<file path="config.mk">
export PLATFORM = sky130hd
export DESIGN_NAME = alu_operand_issue_flat
export DESIGN_NICKNAME = d
export VERILOG_FILES = /design/src/rtl/alu_pkg.sv /design/src/rtl/alu_operand_issue_if.sv /design/src/rtl/alu_regfile.sv /design/src/rtl/alu_operand_issue.sv /design/src/flat_wrapper.sv
export SDC_FILE = /design/constraint.sdc
export NUM_CORES = 2
export LEC_CHECK = 0
export ABC_CLOCK_PERIOD_IN_PS = 4100
export BUFFER_PORTS_ARGS = -buffer_cell sky130_fd_sc_hd__buf_2
export CAP_MARGIN = 20
export CORE_ASPECT_RATIO = 2
export CORE_MARGIN = 2
export CORE_UTILIZATION = 40
export DETAILED_ROUTE_END_ITERATION = 8
export HOLD_SLACK_MARGIN = 0.08
export PLACE_DENSITY = 0.6
export SETUP_SLACK_MARGIN = 0.1
export SYNTH_ARGS = -nofsm -noshare
export SYNTH_HDL_FRONTEND = slang
export SYNTH_SLANG_ARGS = --single-unit
export TNS_END_PERCENT = 30
</file>
<file path="constraint.sdc">
create_clock -name clk -period 4.1 [get_ports clk]
set_input_delay 0.41 -clock clk [delete_from_list [all_inputs] [get_ports clk]]
set_output_delay 0.41 -clock clk [all_outputs]
set_load 0.02 [all_outputs]
</file>
<file path="src/rtl/alu_pkg.sv">
// Shared constants for the ALU and its operand-issue stage.
// Opcode encodings must stay in step with the combinational ALU.
// Widths here are the defaults picked up by the issue stage and register file.
package alu_pkg;

  localparam int DATA_W  = 32;
  localparam int OP_W    = 3;
  localparam int REG_CNT = 16;

  localparam logic [OP_W-1:0] OP_ADD = 3'd0;
  localparam logic [OP_W-1:0] OP_SUB = 3'd1;
  localparam logic [OP_W-1:0] OP_AND = 3'd2;
  localparam logic [OP_W-1:0] OP_OR  = 3'd3;
  localparam logic [OP_W-1:0] OP_XOR = 3'd4;
  localparam logic [OP_W-1:0] OP_SLL = 3'd5;
  localparam logic [OP_W-1:0] OP_SRL = 3'd6;
  localparam logic [OP_W-1:0] OP_7   = 3'd7;

endpackage

</file>
<file path="src/rtl/alu_operand_issue_if.sv">
// Command, ALU and writeback bundle between requester/ALU and the issue stage.
// master: command source plus the ALU; slave: the issue stage.
// cmd_valid/cmd_ready handshake; the ALU side has no backpressure.
interface alu_operand_issue_if #(
  parameter int DATA_W = 32,
  parameter int OP_W   = 3,
  parameter int ADDR_W = 4
);

  logic              cmd_valid;
  logic              cmd_ready;
  logic [OP_W-1:0]   cmd_op;
  logic [ADDR_W-1:0] cmd_rs1;
  logic [ADDR_W-1:0] cmd_rs2;
  logic [ADDR_W-1:0] cmd_rd;

  logic [DATA_W-1:0] alu_in1;
  logic [DATA_W-1:0] alu_in2;
  logic [OP_W-1:0]   alu_op;
  logic [DATA_W-1:0] alu_out;

  logic              wb_valid;
  logic [ADDR_W-1:0] wb_rd;
  logic [DATA_W-1:0] wb_data;

  modport master (
    output cmd_valid, cmd_op, cmd_rs1, cmd_rs2, cmd_rd, alu_out,
    input  cmd_ready, alu_in1, alu_in2, alu_op, wb_valid, wb_rd, wb_data
  );

  modport slave (
    input  cmd_valid, cmd_op, cmd_rs1, cmd_rs2, cmd_rd, alu_out,
    output cmd_ready, alu_in1, alu_in2, alu_op, wb_valid, wb_rd, wb_data
  );

endinterface

</file>
<file path="src/rtl/alu_regfile.sv">
// Register file: two operand read ports, one debug read port, register 0 reads 0.
// Reads are combinational; writes land on the rising edge.
// Load and writeback share the write logic; writeback wins on an address clash.
module alu_regfile #(
  parameter int DATA_W  = 32,
  parameter int REG_CNT = 16,
  parameter int ADDR_W  = $clog2(REG_CNT)
) (
  input  logic              clk,
  input  logic              rst_n,
  input  logic [ADDR_W-1:0] raddr1,
  output logic [DATA_W-1:0] rdata1,
  input  logic [ADDR_W-1:0] raddr2,
  output logic [DATA_W-1:0] rdata2,
  input  logic [ADDR_W-1:0] dbg_raddr,
  output logic [DATA_W-1:0] dbg_rdata,
  input  logic              ld_en,
  input  logic [ADDR_W-1:0] ld_addr,
  input  logic [DATA_W-1:0] ld_data,
  input  logic              wb_en,
  input  logic [ADDR_W-1:0] wb_addr,
  input  logic [DATA_W-1:0] wb_data
);
  import alu_pkg::*;

  logic [DATA_W-1:0] regs [REG_CNT];

  // Per-register write select; entry 0 is only ever written by reset.
  always_ff @(posedge clk or negedge rst_n) begin
    if (!rst_n) begin
      for (int i = 0; i < REG_CNT; i++) regs[i] <= '0;
    end else begin
      for (int i = 1; i < REG_CNT; i++) begin
        if (wb_en && wb_addr == ADDR_W'(i))      regs[i] <= wb_data;
        else if (ld_en && ld_addr == ADDR_W'(i)) regs[i] <= ld_data;
      end
    end
  end

  assign rdata1    = (raddr1 == '0)    ? '0 : regs[raddr1];
  assign rdata2    = (raddr2 == '0)    ? '0 : regs[raddr2];
  assign dbg_rdata = (dbg_raddr == '0) ? '0 : regs[dbg_raddr];

endmodule

</file>
<file path="src/rtl/alu_operand_issue.sv">
// Issue stage for the combinational ALU: regfile read -> E (ALU operands) -> W (writeback).
// Latency: command to regfile update is 2 edges; one command per cycle sustained.
// cmd_ready drops during loads, and on RAW hazards unless ALU_ISSUE_BYPASS_EN is defined.
module alu_operand_issue #(
  parameter int DATA_W  = alu_pkg::DATA_W,
  parameter int OP_W    = alu_pkg::OP_W,
  parameter int REG_CNT = alu_pkg::REG_CNT,
  parameter int ADDR_W  = $clog2(REG_CNT)
) (
  input  logic              clk,
  input  logic              rst_n,
  input  logic              ld_valid,
  input  logic [ADDR_W-1:0] ld_addr,
  input  logic [DATA_W-1:0] ld_data,
  input  logic [ADDR_W-1:0] dbg_raddr,
  output logic [DATA_W-1:0] dbg_rdata,
  alu_operand_issue_if.slave io
);
  import alu_pkg::*;

  logic              e_valid;
  logic [ADDR_W-1:0] e_rd;
  logic [DATA_W-1:0] rdata1, rdata2;
  logic [DATA_W-1:0] opnd1, opnd2;
  logic              haz1, haz2;
  logic              accept;

  alu_regfile #(
    .DATA_W (DATA_W),
    .REG_CNT(REG_CNT),
    .ADDR_W (ADDR_W)
  ) u_regfile (
    .clk      (clk),
    .rst_n    (rst_n),
    .raddr1   (io.cmd_rs1),
    .rdata1   (rdata1),
    .raddr2   (io.cmd_rs2),
    .rdata2   (rdata2),
    .dbg_raddr(dbg_raddr),
    .dbg_rdata(dbg_rdata),
    .ld_en    (ld_valid),
    .ld_addr  (ld_addr),
    .ld_data  (ld_data),
    .wb_en    (e_valid),
    .wb_addr  (e_rd),
    .wb_data  (io.alu_out)
  );

  // A source hazards when it names the register the E stage is about to write.
  assign haz1 = e_valid && (e_rd != '0) && (io.cmd_rs1 == e_rd);
  assign haz2 = e_valid && (e_rd != '0) && (io.cmd_rs2 == e_rd);

  // Operand select and acceptance: forward from the ALU, or hold the command for one cycle.
  always_comb begin
    opnd1        = rdata1;
    opnd2        = rdata2;
    io.cmd_ready = !ld_valid;
`ifdef ALU_ISSUE_BYPASS_EN
    if (haz1) opnd1 = io.alu_out;
    if (haz2) opnd2 = io.alu_out;
`else
    if (haz1 || haz2) io.cmd_ready = 1'b0;
`endif
  end

  assign accept = io.cmd_valid && io.cmd_ready;

  // E stage: capture operands on accept; operands hold when idle so the ALU inputs stay quiet.
  always_ff @(posedge clk or negedge rst_n) begin
    if (!rst_n) begin
      io.alu_in1 <= '0;
      io.alu_in2 <= '0;
      io.alu_op  <= '0;
      e_rd       <= '0;
      e_valid    <= 1'b0;
    end else begin
      e_valid <= accept;
      if (accept) begin
        io.alu_in1 <= opnd1;
        io.alu_in2 <= opnd2;
        io.alu_op  <= io.cmd_op;
        e_rd       <= io.cmd_rd;
      end
    end
  end

  // W stage: report the writeback performed at this edge (rd 0 still pulses).
  always_ff @(posedge clk or negedge rst_n) begin
    if (!rst_n) begin
      io.wb_valid <= 1'b0;
      io.wb_rd    <= '0;
      io.wb_data  <= '0;
    end else begin
      io.wb_valid <= e_valid;
      if (e_valid) begin
        io.wb_rd   <= e_rd;
        io.wb_data <= io.alu_out;
      end
    end
  end

endmodule

</file>
<file path="src/flat_wrapper.sv">
// flat-port wrapper written by rule: the top's interface ports become plain ports
module alu_operand_issue_flat import alu_pkg::*;
#(
  parameter int DATA_W  = alu_pkg::DATA_W,
  parameter int OP_W    = alu_pkg::OP_W,
  parameter int REG_CNT = alu_pkg::REG_CNT,
  parameter int ADDR_W  = $clog2(REG_CNT)
)
  (clk, rst_n, ld_valid, ld_addr, ld_data, dbg_raddr, dbg_rdata, io_cmd_valid, io_cmd_op, io_cmd_rs1, io_cmd_rs2, io_cmd_rd, io_alu_out, io_cmd_ready, io_alu_in1, io_alu_in2, io_alu_op, io_wb_valid, io_wb_rd, io_wb_data);
  alu_operand_issue_if #(.DATA_W(DATA_W), .OP_W(OP_W), .ADDR_W(ADDR_W)) io_i ();
  input  logic clk;
  input  logic rst_n;
  input  logic ld_valid;
  input  logic [ADDR_W-1:0] ld_addr;
  input  logic [DATA_W-1:0] ld_data;
  input  logic [ADDR_W-1:0] dbg_raddr;
  output logic [DATA_W-1:0] dbg_rdata;
  input wire logic [$bits(io_i.cmd_valid)-1:0] io_cmd_valid;
  input wire logic [$bits(io_i.cmd_op)-1:0] io_cmd_op;
  input wire logic [$bits(io_i.cmd_rs1)-1:0] io_cmd_rs1;
  input wire logic [$bits(io_i.cmd_rs2)-1:0] io_cmd_rs2;
  input wire logic [$bits(io_i.cmd_rd)-1:0] io_cmd_rd;
  input wire logic [$bits(io_i.alu_out)-1:0] io_alu_out;
  output wire logic [$bits(io_i.cmd_ready)-1:0] io_cmd_ready;
  output wire logic [$bits(io_i.alu_in1)-1:0] io_alu_in1;
  output wire logic [$bits(io_i.alu_in2)-1:0] io_alu_in2;
  output wire logic [$bits(io_i.alu_op)-1:0] io_alu_op;
  output wire logic [$bits(io_i.wb_valid)-1:0] io_wb_valid;
  output wire logic [$bits(io_i.wb_rd)-1:0] io_wb_rd;
  output wire logic [$bits(io_i.wb_data)-1:0] io_wb_data;
  assign io_i.cmd_valid = io_cmd_valid;
  assign io_i.cmd_op = io_cmd_op;
  assign io_i.cmd_rs1 = io_cmd_rs1;
  assign io_i.cmd_rs2 = io_cmd_rs2;
  assign io_i.cmd_rd = io_cmd_rd;
  assign io_i.alu_out = io_alu_out;
  assign io_cmd_ready = io_i.cmd_ready;
  assign io_alu_in1 = io_i.alu_in1;
  assign io_alu_in2 = io_i.alu_in2;
  assign io_alu_op = io_i.alu_op;
  assign io_wb_valid = io_i.wb_valid;
  assign io_wb_rd = io_i.wb_rd;
  assign io_wb_data = io_i.wb_data;
  alu_operand_issue #(.DATA_W(DATA_W), .OP_W(OP_W), .REG_CNT(REG_CNT), .ADDR_W(ADDR_W)) u_core (.clk(clk), .rst_n(rst_n), .ld_valid(ld_valid), .ld_addr(ld_addr), .ld_data(ld_data), .dbg_raddr(dbg_raddr), .dbg_rdata(dbg_rdata), .io(io_i));
endmodule
</file>
# Word level (Yosys, flattened, before mapping)
# Cells that the tools add are included.
[word_totals]
elab_cells = 159
output_inout_bits = 137
reg_bits = 589
[op_classes]
bitwise_logic = 3
n_reduce_logical = 55
n_lt_le_gt_ge = 3
mux = 43
n_eq_ne = 32
[ops]
columns = ["cell", "n"]
rows = [
  ["two-way mux 32 bit", 39],
  ["binary-select mux 32 bit (select 4 bit)", 3],
  ["== test 4 bit, second input constant", 16],
  ["logical AND 1 bit", 34],
  ["== test 4 x 3 -> 1 bit, second input constant", 8],
  ["nonzero test 2 bit", 15],
  ["== test 4 x 2 -> 1 bit, second input constant", 4],
  ["greater-or-equal comparator 5 bit, second input constant", 3],
  ["inverter 4 -> 5 bit", 3],
  ["logical NOT 4 bit", 3],
  ["== test 4 x 1 -> 1 bit, second input constant", 2],
  ["== test 4 bit", 2],
  ["nonzero test 4 bit", 1],
  ["logical NOT 1 bit", 1],
  ["logical OR 1 bit", 1],
  ["two-way mux 1 bit", 1],
]

# Logic depth before layout (Yosys ltp)
[logic_depth]
word_depth = 6
mapped_depth = 9
mapped_depth_nobuf = 5

# Cells and area by module
# From an unflattened synthesis, not the netlist that was laid out.
[unflattened]
hier_cells = 4021
area_unflattened_um2 = 40498.8
[by_module_without_submodules]
columns = ["mod", "cells_each", "area_each_um2", "n_inst", "seq_area_each_um2"]
rows = [
  ["alu_regfile", 3417, 34369.2, 1, 12011.5],
  ["alu_operand_issue", 604, 6129.6, 1, 2727.6],
]

# Worst setup path after synthesis
# OpenSTA, ideal clock, no wires.
[synth_timing]
path_type = "input to output"
start = "input port dbg_raddr[0]"
end = "output port dbg_rdata[10]"
slack_ns = 1.662
path_buffers = 4
t_arrival_ns = 2.028
path_stages = 7
path_cell_list = "buf_2 buf_4 buf_4 buf_2 mux4_2 mux2i_1 a21oi_1"
[synth_between]
elab_chain_len = 5
word_cells_on_any_way = 6
cone_classes = "4 x mux; 1 x bitwise; 1 x reduce/logical"
[synth_lines]
columns = ["item", "line", "text"]
rows = [
  ["from (decl)", "flat_wrapper.sv:16", "input logic [ADDR_W-1:0] dbg_raddr;"],
  ["inverter 4 -> 5 bit (implied by the code)", "alu_regfile.sv:42", "assign dbg_rdata = (dbg_raddr == '0) ? '0 : regs[dbg_raddr];"],
  ["binary-select mux 32 bit (select 4 bit)", "alu_regfile.sv:42", ""],
  ["two-way mux 32 bit (implied by the code) (2 in a row)", "alu_regfile.sv:42", ""],
  ["two-way mux 32 bit (*)", "alu_regfile.sv:42", ""],
  ["to (decl)", "flat_wrapper.sv:17", "output logic [DATA_W-1:0] dbg_rdata;"],
]
# Every way passes the cells marked *; elsewhere a longest branch is shown, timed or not. The select of a mux whose other input is x is not followed.

# Worst setup path after layout
[layout_timing]
start = "input port dbg_raddr[0]"
end = "output port dbg_rdata[11]"
# The elaborated chain is that of the path after synthesis.

==> summary.txt <==
Largest net degree at the start of global routing = 85
Nets = 3740
R2R Setup Slk = 1.15 ns
Area Growth Syn to Fin = 12.0%
Placed Instances = 4797
GR Util All Layers = 33.3%
Ratio of cells with drive above 1 in the final layout = 24.6%
WP data required = 3.69 ns
Post-synth top flop = dfrtp_1
Root Driver = clkbuf_16
Row count = 160
Register area share after synthesis = 38.6%
Netlist Area Pre-Place = 38200 sq um
Ports = 228
Final WL = 166000 um
Pre-CTS WS = 0.900 ns
Worst rel slew slack = 24.5%
Synth top area cells = dfrtp_1 39%, mux2i_1 17%, mux4_2 11%
Final Hold Slack = 0.153 ns
Most frequent cell after synthesis = mux2i_1
Post-synth EDFFs = 0
Die H = 441 um
Leak Pwr = 17.7 nW
Asr flop ratio synth = 100%
Synth Instances = 3598
Core Box Area = 94900 sq um
Area taken by multi-input logic gates = 21800 sq um
Critical Path Fanout Max = 42
Vias after detailed routing = 32936
Starting Density = 40.3%
Arr. time, crit path = 2.57 ns
Post-Syn Nets = 3689
Yosys reg bits = 589
Hold_sp = io_alu_out[20]
Worst reg2reg startpoint = u_core.e_valid
Vias in the first global route = 32180
CTS tree = yes
# port buffers = 227
Global route overflow = 0
Critical setup path kind = input pin to output port
Crit share post-route = 72.6%
GPL Wtd Cong = 0.928
Count of cell types in the netlist = 60
Synth top cells by count = 660 x mux2i_1, 589 x dfrtp_1, 475 x nor2_1, 467 x a21oi_1, 214 x mux2_2
Slew of the pin with the lowest slew margin = 1.13 ns
RR Endpoint = u_core.u_regfile.regs[113]
Initial antenna violation count = 14
Resize count post-CTS = 0
Hold path depth = 3
Via-to-Cell Ratio = 6.70
Fin. Hold Viols = 0
Area fraction of the dominant cell type after synthesis = 38.6%
Clock sink count = 589
RSZ-0062 raised after global routing = false
PnR worst setup slack = 1.12 ns
First-pass GRT wire length = 236000 um
Final Instance Count excl. Fillers = 4918
Hold Crit Endpoint = u_core.u_regfile.regs[372]
Register area = 14700 sq um
Wire length per cell = 33.7 um
P per Cell Area = 580 nW/um^2
Drc violations = 0
HPWL Detailed = 105000 um
Run status = completed
Largest area contributor in the netlist = dfrtp_1
Hold Path Class = input pin to flop
Max Clock Skew = 0.0184 ns
Max Cap Viol = 0
Initial DRT Pass Iterations = 6
Clk Latency, worst-skew pair = 0.68 ns
Slew Limit Fails = 0
Final setup vio count = 0
Die W = 223 um
Tmin final = 2.98 ns
Post-CTS setup buffer count = 0
Maximum clock rate = 336 MHz
Fillcell total = 9067
Syn Area/Cell = 10.6 sq um
Clock transition at the registers of the reported paths = 0.07 ns
Worst setup EP type = output port
CTS Buf Count = 57
Setup_tns = 0 ns
Maximum VDD drop = 0.000350 V
ANT nets after route = 0
Initial drt markers = 3564
Finished Core Util = 45.1%
Reg2reg path depth = 6
CP startpoint kind = input pin
Synth Warn # = 32
Die footprint = 98200 sq um
CTS Buffer Depth = 3
# hold bufs at CTS = 8
Clock H-tree levels = 2
critical path, stage by stage:
cell      delay [ns]
clkbuf_8        0.36
buf_12          0.35
nor3_1          0.12
nor2_2          0.40
buf_4           0.35
a22o_1          0.30
buf_2           0.21
layout by cell type (no fill, tap or decap), types with 54 or more instances in the layout:
cell type and n:
nand2_1 78, o22ai_1 54, o21ai_0 74, clkbuf_16 59, dfrtp_1 588, buf_4 114
a21oi_1 467, a221oi_1 55, mux2_2 214, a211oi_1 56, mux2i_1 660, buf_2 217
mux4_2 187, nor2_1 470
flip-flops by register name, summed over array words and instances (netlist names), 3 cells and up:
register and flops:
u_core.io.alu_in2 32, u_core.io.alu_in1 32, u_core.io.wb_data 32, u_core.e_rd 4
u_core.u_regfile.regs 480, u_core.io.wb_rd 4, u_core.io.alu_op 3
stage by stage:
| stage | power (W) | instance area, sq um |
|---|---|---|
| 2_1_floorplan | 0.0155 | 38200 |
| 3_3_place_gp | 0.0185 | 40700 |
| 3_5_place_dp | 0.0187 | 40700 |
| 4_1_cts | 0.0248 | 42800 |
| 5_1_grt | 0.0259 | 42800 |
| 6_report | 0.0248 | 42800 |
worst max-delay path by stage:
| stage | startpoint | end | depth (start not counted) |
|---|---|---|---|
| after CTS | dbg_raddr[0] | dbg_rdata[10] | 9 |
| final | dbg_raddr[0] | dbg_rdata[11] | 7 |
| after global routing | u_core.e_valid | u_core.u_regfile.regs[338] | 6 |
| after floorplan | dbg_raddr[0] | dbg_rdata[10] | 7 |
| after detailed placement | io_cmd_rs1[0] | u_core.io.alu_in1[5] | 7 |
| after global placement | io_cmd_rs1[0] | u_core.io.alu_in1[5] | 7 |
where the power goes:
| group | total, W | internal [W] | switching [W] | leakage (nW) |
|---|---|---|---|---|
| combinational | 0.00833 | 0.00411 | 0.00422 | 10.1 |
| clock | 0.00604 | 0.00343 | 0.00261 | 1.01 |
| sequential | 0.0105 | 0.00795 | 0.00250 | 6.61 |
| total | 0.0248 | 0.0155 | 0.00933 | 17.7 |
area by class of cell:
| cell class | count | area share [%] |
|---|---|---|
| multi-input combinational | 2591 | 50.8 |
| sequential | 589 | 34.4 |
| timing repair buffer | 369 | 6.01 |
| clock buffer | 79 | 3.93 |
| tap | 1215 | 3.55 |
| clock inverter | 27 | 0.897 |
| inverter | 41 | 0.359 |
| antenna | 7 | 0.0409 |
logic make-up after synthesis:
group / synth area share, %
flip-flops: 38.6
AND/OR/NAND/NOR: 7.09
multiplexers: 35.3
AO/OA/AOI/OAI: 13.7
XOR/XNOR: 0.183
buffers and inverters: 5.11
per-layer routing:
metal  track usage (%)  wire length, um  share of wire (%)  vias up
li1                  -                -                  -    13477
met1              38.2            57900                 35    16693
met2              54.9            79200                 48     2038
met3              6.38            13700                8.3      710
met4              25.8            14700                8.9       18
met5                 0              113              0.068        -
Power figures use the tool's default switching activity.
